`config.mk`:
```
export PLATFORM = sky130hd
export DESIGN_NAME = ctrl_unit_flat
export DESIGN_NICKNAME = d
export VERILOG_FILES = /design/src/rtl/ctrl_pkg.sv /design/src/rtl/ctrl_if.sv /design/src/rtl/ctrl_decode.sv /design/src/rtl/ctrl_unit.sv /design/src/flat_wrapper.sv
export SDC_FILE = /design/constraint.sdc
export NUM_CORES = 1
export LEC_CHECK = 0
export CORE_MARGIN = 3
export CORE_UTILIZATION = 30
export DETAILED_ROUTE_END_ITERATION = 8
export HOLD_SLACK_MARGIN = 0.08
export PLACE_DENSITY_LB_ADDON = 0.15
export SYNTH_ARGS = -nofsm -noshare
export SYNTH_HDL_FRONTEND = slang
export SYNTH_SLANG_ARGS = --single-unit
```
`constraint.sdc`:
```
create_clock -name Clock -period 1.8 [get_ports Clock]
set_input_delay 0.27 -clock Clock [delete_from_list [all_inputs] [get_ports Clock]]
set_output_delay 0.27 -clock Clock [all_outputs]
set_load 0.005 [all_outputs]
```
`src/rtl/ctrl_pkg.sv`:
```
// Shared definitions for the multi-cycle control unit: opcodes, FSM states,
// instruction field positions and the datapath control word.
package ctrl_pkg;
  localparam int INSTR_LEN = 20;

  localparam int OPC_HI = 19, OPC_LO = 16;
  localparam int ALU_HI = 15, ALU_LO = 13;
  localparam int DST_HI = 12, DST_LO = 11;
  localparam int SA_HI  = 10, SA_LO  = 9;
  localparam int SB_HI  = 8,  SB_LO  = 7;
  localparam int CAL_HI = 6,  CAL_LO = 3;

  localparam logic [3:0] OPC_NOP  = 4'd0;
  localparam logic [3:0] OPC_IN   = 4'd1;
  localparam logic [3:0] OPC_ALU  = 4'd2;
  localparam logic [3:0] OPC_CMP  = 4'd3;
  localparam logic [3:0] OPC_OUT  = 4'd4;
  localparam logic [3:0] OPC_JMP  = 4'd5;
  localparam logic [3:0] OPC_JZ   = 4'd6;
  localparam logic [3:0] OPC_JNZ  = 4'd7;
  localparam logic [3:0] OPC_HALT = 4'd8;

  typedef enum logic [1:0] {FETCH, LOAD, EXEC, HALT} state_t;

  typedef struct packed {
    logic       ie;
    logic       ze;
    logic       oe;
    logic       we;
    logic       rae;
    logic       rbe;
    logic [1:0] wa;
    logic [1:0] raa;
    logic [1:0] rba;
    logic [2:0] op;
    logic [3:0] cal;
  } ctrl_t;
endpackage

```
`src/rtl/ctrl_if.sv`:
```
// Bus between the control unit, instruction memory, I/O handshake and datapath.
interface ctrl_if #(parameter int ADDR_LEN = 8);
  logic [ADDR_LEN-1:0] InstrAddr;
  logic [19:0]         InstrData;
  logic                InValid;
  logic                InAck;
  logic                OutValid;
  logic                Halted;
  logic                Q;
  logic                IE, ZE, OE, WE, RAE, RBE;
  logic [1:0]          WA, RAA, RBA;
  logic [2:0]          OP;
  logic [3:0]          Cal_value;

  modport master (
    output InstrAddr, InAck, OutValid, Halted,
    output IE, ZE, OE, WE, RAE, RBE, WA, RAA, RBA, OP, Cal_value,
    input  InstrData, InValid, Q
  );

  modport slave (
    input  InstrAddr, InAck, OutValid, Halted,
    input  IE, ZE, OE, WE, RAE, RBE, WA, RAA, RBA, OP, Cal_value,
    output InstrData, InValid, Q
  );
endinterface

```
`src/rtl/ctrl_decode.sv`:
```
// Combinational decode of the instruction register into datapath controls.
// Everything is zero unless the FSM is in an active EXEC cycle.
module ctrl_decode
  import ctrl_pkg::*;
(
  input  logic [INSTR_LEN-1:0] i_ir,
  input  logic                 i_exec,
  input  logic                 i_in_valid,
  input  logic                 i_q,
  output ctrl_t                o_ctrl,
  output logic                 o_jump,
  output logic                 o_in_ack,
  output logic                 o_out_valid
);
  logic [3:0] w_opc;
  logic       w_unused;

  assign w_opc    = i_ir[OPC_HI:OPC_LO];
  // Low bits only matter as part of a jump target, which the top consumes.
  assign w_unused = ^i_ir[2:0];

  always_comb begin
    o_ctrl      = '0;
    o_jump      = 1'b0;
    o_in_ack    = 1'b0;
    o_out_valid = 1'b0;
    if (i_exec) begin
      case (w_opc)
        OPC_IN: begin
          o_ctrl.wa = i_ir[DST_HI:DST_LO];
          if (i_in_valid) begin
            o_ctrl.ie = 1'b1;
            o_ctrl.we = 1'b1;
            o_in_ack  = 1'b1;
          end
        end
        OPC_ALU, OPC_CMP, OPC_OUT: begin
          o_ctrl.rae = 1'b1;
          o_ctrl.rbe = 1'b1;
          o_ctrl.raa = i_ir[SA_HI:SA_LO];
          o_ctrl.rba = i_ir[SB_HI:SB_LO];
          o_ctrl.op  = i_ir[ALU_HI:ALU_LO];
          o_ctrl.cal = i_ir[CAL_HI:CAL_LO];
          if (w_opc == OPC_OUT) begin
            o_ctrl.oe   = 1'b1;
            o_out_valid = 1'b1;
          end else begin
            o_ctrl.ze = 1'b1;
            if (w_opc == OPC_ALU) begin
              o_ctrl.we = 1'b1;
              o_ctrl.wa = i_ir[DST_HI:DST_LO];
            end
          end
        end
        OPC_JMP: o_jump = 1'b1;
        OPC_JZ:  o_jump = i_q;
        OPC_JNZ: o_jump = ~i_q;
        default: ;
      endcase
    end
  end
endmodule

```
`src/rtl/ctrl_unit.sv`:
```
// Multi-cycle FETCH/LOAD/EXEC sequencer owning the PC, IR and FSM.
// Reset masks every output combinationally so a stalled IN or HALT never leaks.
module ctrl_unit
  import ctrl_pkg::*;
#(
  parameter int ADDR_LEN = 8
) (
  input  logic Clock,
  input  logic Reset,
  ctrl_if.master bus
);
  logic [ADDR_LEN-1:0]  r_pc;
  logic [INSTR_LEN-1:0] r_ir;
  state_t               r_state, w_next;
  ctrl_t                w_ctrl;
  logic                 w_exec, w_jump, w_in_ack, w_out_valid;
  logic [3:0]           w_opc;

  assign w_opc  = r_ir[OPC_HI:OPC_LO];
  assign w_exec = (r_state == EXEC) && !Reset;

  ctrl_decode u_decode (
    .i_ir        (r_ir),
    .i_exec      (w_exec),
    .i_in_valid  (bus.InValid),
    .i_q         (bus.Q),
    .o_ctrl      (w_ctrl),
    .o_jump      (w_jump),
    .o_in_ack    (w_in_ack),
    .o_out_valid (w_out_valid)
  );

  always_ff @(posedge Clock) begin
    if (Reset) begin
      r_state <= FETCH;
      r_pc    <= '0;
      r_ir    <= '0;
    end else begin
      r_state <= w_next;
      if (r_state == LOAD) begin
        r_ir <= bus.InstrData;
        r_pc <= r_pc + ADDR_LEN'(1);
      end
      // A taken jump replaces the increment done in LOAD.
      if (w_exec && w_jump)
        r_pc <= r_ir[ADDR_LEN-1:0];
    end
  end

  always_comb begin
    w_next = r_state;
    case (r_state)
      FETCH: w_next = LOAD;
      LOAD:  w_next = EXEC;
      EXEC: begin
        if (w_opc == OPC_HALT)
          w_next = HALT;
        else if (w_opc == OPC_IN && !w_in_ack)
          w_next = EXEC;
        else
          w_next = FETCH;
      end
      HALT:  w_next = HALT;
      default: w_next = FETCH;
    endcase
  end

  assign bus.InstrAddr = Reset ? '0 : r_pc;
  assign bus.Halted    = (r_state == HALT) && !Reset;
  assign bus.InAck     = w_in_ack;
  assign bus.OutValid  = w_out_valid;
  assign bus.IE        = w_ctrl.ie;
  assign bus.ZE        = w_ctrl.ze;
  assign bus.OE        = w_ctrl.oe;
  assign bus.WE        = w_ctrl.we;
  assign bus.RAE       = w_ctrl.rae;
  assign bus.RBE       = w_ctrl.rbe;
  assign bus.WA        = w_ctrl.wa;
  assign bus.RAA       = w_ctrl.raa;
  assign bus.RBA       = w_ctrl.rba;
  assign bus.OP        = w_ctrl.op;
  assign bus.Cal_value = w_ctrl.cal;
endmodule

```
`src/flat_wrapper.sv`:
```
// flat-port wrapper written by rule: the top's interface ports become plain ports
module ctrl_unit_flat import ctrl_pkg::*;
#(
  parameter int ADDR_LEN = 8
)
  (Clock, Reset, bus_InstrAddr, bus_InAck, bus_OutValid, bus_Halted, bus_IE, bus_ZE, bus_OE, bus_WE, bus_RAE, bus_RBE, bus_WA, bus_RAA, bus_RBA, bus_OP, bus_Cal_value, bus_InstrData, bus_InValid, bus_Q);
  ctrl_if #(.ADDR_LEN(ADDR_LEN)) bus_i ();
  input  logic Clock;
  input  logic Reset;
  output wire logic [$bits(bus_i.InstrAddr)-1:0] bus_InstrAddr;
  output wire logic [$bits(bus_i.InAck)-1:0] bus_InAck;
  output wire logic [$bits(bus_i.OutValid)-1:0] bus_OutValid;
  output wire logic [$bits(bus_i.Halted)-1:0] bus_Halted;
  output wire logic [$bits(bus_i.IE)-1:0] bus_IE;
  output wire logic [$bits(bus_i.ZE)-1:0] bus_ZE;
  output wire logic [$bits(bus_i.OE)-1:0] bus_OE;
  output wire logic [$bits(bus_i.WE)-1:0] bus_WE;
  output wire logic [$bits(bus_i.RAE)-1:0] bus_RAE;
  output wire logic [$bits(bus_i.RBE)-1:0] bus_RBE;
  output wire logic [$bits(bus_i.WA)-1:0] bus_WA;
  output wire logic [$bits(bus_i.RAA)-1:0] bus_RAA;
  output wire logic [$bits(bus_i.RBA)-1:0] bus_RBA;
  output wire logic [$bits(bus_i.OP)-1:0] bus_OP;
  output wire logic [$bits(bus_i.Cal_value)-1:0] bus_Cal_value;
  input wire logic [$bits(bus_i.InstrData)-1:0] bus_InstrData;
  input wire logic [$bits(bus_i.InValid)-1:0] bus_InValid;
  input wire logic [$bits(bus_i.Q)-1:0] bus_Q;
  assign bus_InstrAddr = bus_i.InstrAddr;
  assign bus_InAck = bus_i.InAck;
  assign bus_OutValid = bus_i.OutValid;
  assign bus_Halted = bus_i.Halted;
  assign bus_IE = bus_i.IE;
  assign bus_ZE = bus_i.ZE;
  assign bus_OE = bus_i.OE;
  assign bus_WE = bus_i.WE;
  assign bus_RAE = bus_i.RAE;
  assign bus_RBE = bus_i.RBE;
  assign bus_WA = bus_i.WA;
  assign bus_RAA = bus_i.RAA;
  assign bus_RBA = bus_i.RBA;
  assign bus_OP = bus_i.OP;
  assign bus_Cal_value = bus_i.Cal_value;
  assign bus_i.InstrData = bus_InstrData;
  assign bus_i.InValid = bus_InValid;
  assign bus_i.Q = bus_Q;
  ctrl_unit #(.ADDR_LEN(ADDR_LEN)) u_core (.Clock(Clock), .Reset(Reset), .bus(bus_i));
endmodule
```
==> results.sh <==
export IMPL_status="complete, but fails checks"
export IMPL_violations="negative setup slack"
export IMPL_hold_viol_final=0
export IMPL_insertion_delay_ps=270
export IMPL_synth_top_area_cell="dfxtp_1"
export IMPL_min_period_over_period_pct=106.4
export IMPL_fin_crit_ps=1915
export IMPL_ant_nets=0
export IMPL_drc=0
export IMPL_ys_async_sr_fraction_pct=0
export IMPL_netlist_area_leader_share_pct=38.96
export IMPL_clock_skew_ps=3.774
export IMPL_die_area_mm2=0.006034
export IMPL_diodes=0
export IMPL_crit_type="reg2out"
export IMPL_drt_iter0_markers=66
export IMPL_cpMaxStageDelayCell="dfxtp_2"
export IMPL_clock_path_buffers=2
export IMPL_r2r_start="u_core.r_ir[19]$_SDFFE_PP0P_"
export IMPL_cp_max_fo=3
export IMPL_floorplan_rows=25
export IMPL_p_sw_w=0.0004143
export IMPL_die_y_um=77.68
export IMPL_area_growth_pct=62.34
export IMPL_floorplan_initialDensity_pct=31.79
export IMPL_relSlewSlack_pct=78.07
export IMPL_cap_violations=0
export IMPL_netlist_top_cells_area="dfxtp_1 39%, nand2_1 11%, a21oi_1 9.4%"
export IMPL_fin_tns_setup_ps=-748.0
export IMPL_drv_slew=0
export IMPL_combPwrFrac_pct=17.6
export IMPL_cts_buffers=5
export IMPL_grt_pass1_vias=1493
export IMPL_syn_nets=227
export IMPL_cts_tree="done"
export IMPL_yosysSeqAreaShare_pct=38.96
export IMPL_antenna_found_initial=0
export IMPL_rsz0062_at_grt="yes"
export IMPL_core_area_mm2=0.004848
export IMPL_instances_no_fill=343
export IMPL_yosysMostFrequentCell="nand2_1"
export IMPL_io_pin_count=54
export IMPL_port_buffers=53
export IMPL_nNetsFinal=301
export IMPL_p_seq_share_pct=43.1
export IMPL_synth_common_cells="46 x nand2_1, 30 x dfxtp_1, 29 x a21oi_1"
export IMPL_startpoint="u_core.r_ir[19]$_SDFFE_PP0P_"
export IMPL_crit_top_cell="buf_6"
export IMPL_worstPathArrival_ps=1640
export IMPL_die_w_um=77.68
export IMPL_grtUsageTotal_pct=14.56
export IMPL_clkPwrFrac_pct=39.3
export IMPL_root_buffer="clkbuf_8"
export IMPL_synth_edf_count=0
export IMPL_gp_congestion=0.7686
export IMPL_yosys_warnings=0
export IMPL_power_leakage_nw=1.009
export IMPL_dr_pass1_iters=4
export IMPL_worst_slack_ps=-114.7
export IMPL_cp_required_ps=1530
export IMPL_via_per_inst=4.542
export IMPL_grt_max_degree=40
export IMPL_netlist_instances=202
export IMPL_ys_types=32
export IMPL_ys_ff_latch=30
export IMPL_hp_start="u_core.r_ir[11]$_SDFFE_PP0P_"
export IMPL_wirelength_um=4233
export IMPL_cp_end_kind="primary output"
export IMPL_power_w=0.001722
export IMPL_clkTransAtPathRegs_ps=60
export IMPL_power_density_mw_per_mm2=688.0
export IMPL_drive_gt1_share_pct=29.35
export IMPL_avgSynthCellArea_um2=7.631
export IMPL_grt_pass1_wl_um=7120
export IMPL_p_int_w=0.001307
export IMPL_htree_num_levels=2
export IMPL_dp_hpwl_um=2845
export IMPL_route_vias_total=1558
export IMPL_max_vdd_ir_drop_mv=0.4457
export IMPL_worst_slew_pin_slew_ps=328.2
export IMPL_holdWs_ps=455.4
export IMPL_syn_area_mm2=0.001541
export IMPL_setup_viol=12
export IMPL_max_stage_delay_ps=330
export IMPL_cts_sinks=30
export IMPL_clock_fmax_mhz=522.3
export IMPL_wire_per_inst_um=12.34
export IMPL_crit_path_start_kind="flip-flop"
export IMPL_power_switching_share_pct=24.06
export IMPL_path_cells="nor4b_4 > nor2b_4 > buf_6 > buf_6 > buf_6 > and2_4 > buf_6"
export IMPL_dp_cells=325
export IMPL_overflow=0
export IMPL_synthFlopType="dfxtp_1"
export IMPL_hold_path_class="reg2reg"
-- worst max-delay path, delay by kind of cell (launching register included) --
kind	cells	cell delay, ps
DFF	1	330
and+or+nand+nor	3	650
buffers and inverters	4	390
-- per-layer routing --
layer | routed length, um | GRT usage [%]
met1 | 2058 | 19.83
met4 | 28 | 4.804
met2 | 1903 | 22.52
met3 | 242 | 3.480
met5 | 0 | 0
-- cell type report --
| cell class | count | area [um^2] |
|---|---|---|
| clock buffer | 6 | 82.58 |
| clock inverter | 1 | 30.03 |
| fill | 475 | 2346 |
| inverter | 2 | 7.507 |
| multi-input combinational | 153 | 914.6 |
| sequential | 30 | 605.6 |
| tap | 67 | 83.83 |
| timing repair buffer | 84 | 778.2 |
-- timing repair --
item | in CTS | in global routing
setup endpoints to repair | 30 | 22
resized for setup | 109 | 17
hold buffers | 0 | 0
pin swaps | 7 | 5
buffers inserted | 9 | 3
gates cloned | 1 | 0
-- layout by cell type, fill, tap and decap left out, drive strengths merged, types with 2 or more instances in the layout --
master         count
a21oi             29
a22oi              2
a311oi             2
a31oi              4
and2              14
and3               3
buf               47
clkbuf             9
clkdlybuf4s50     31
dfxtp             30
dlygate4sd2        2
inv                2
mux2i              2
nand2             46
nand2b             5
nand3              9
nand3b             2
nor2               8
nor2b             10
nor3               3
o211a              2
o211ai             2
-- cell families (layout without fill, tap and decap cells) --
kind of cell	count (synthesis)	count (layout)	synth area share [%]
AND/OR/NAND/NOR	105	105	34.50
XOR/XNOR	1	1	0.5683
multiplexers	3	3	2.029
flip-flops	30	30	38.96
AO/OA/AOI/OAI	43	43	17.37
adder cells (fa/ha/maj)	1	1	0.8116
buffers and inverters	19	93	5.763
-- final timing paths --
path	cells after the start	to	slack [ps]
min reg2reg	2	u_core.r_ir[11]$_SDFFE_PP0P_	460
min	2	u_core.r_ir[11]$_SDFFE_PP0P_	460
max	7	bus_Cal_value[1]	-110
max reg2reg	7	u_core.r_pc[7]$_SDFFE_PP0P_	150
-- state kept, by name (all words and copies together) (netlist names) --
register / cells
u_core.r_ir: 20
u_core.r_pc: 8
u_core.r_state: 2
-- per-stage QoR --
| step | cell area [um^2] | utilization, % | worst slack, ps |
|---|---|---|---|
| 2_1_floorplan | 1541 | - | 258.6 |
| 3_3_place_gp | 2227 | 45.94 | -551.7 |
| 3_5_place_dp | 2227 | 45.94 | -494.9 |
| 4_1_cts | 2444 | 50.40 | -132.3 |
| 5_1_grt | 2502 | 51.61 | -209.9 |
| 6_report | 2502 | 51.61 | -114.7 |
-- power groups by stage --
stage,registers [W],clock network (W),logic (W)
final,0.000742,0.000677,0.000303
after global routing,0.000747,0.000720,0.000337
after CTS,0.000740,0.000696,0.000303
after detailed placement,0.000752,0,0.000286
after global placement,0.000752,0,0.000286
after floorplan,0.000746,0,0.000151
Note: power is estimated with default switching activity, not from simulation.
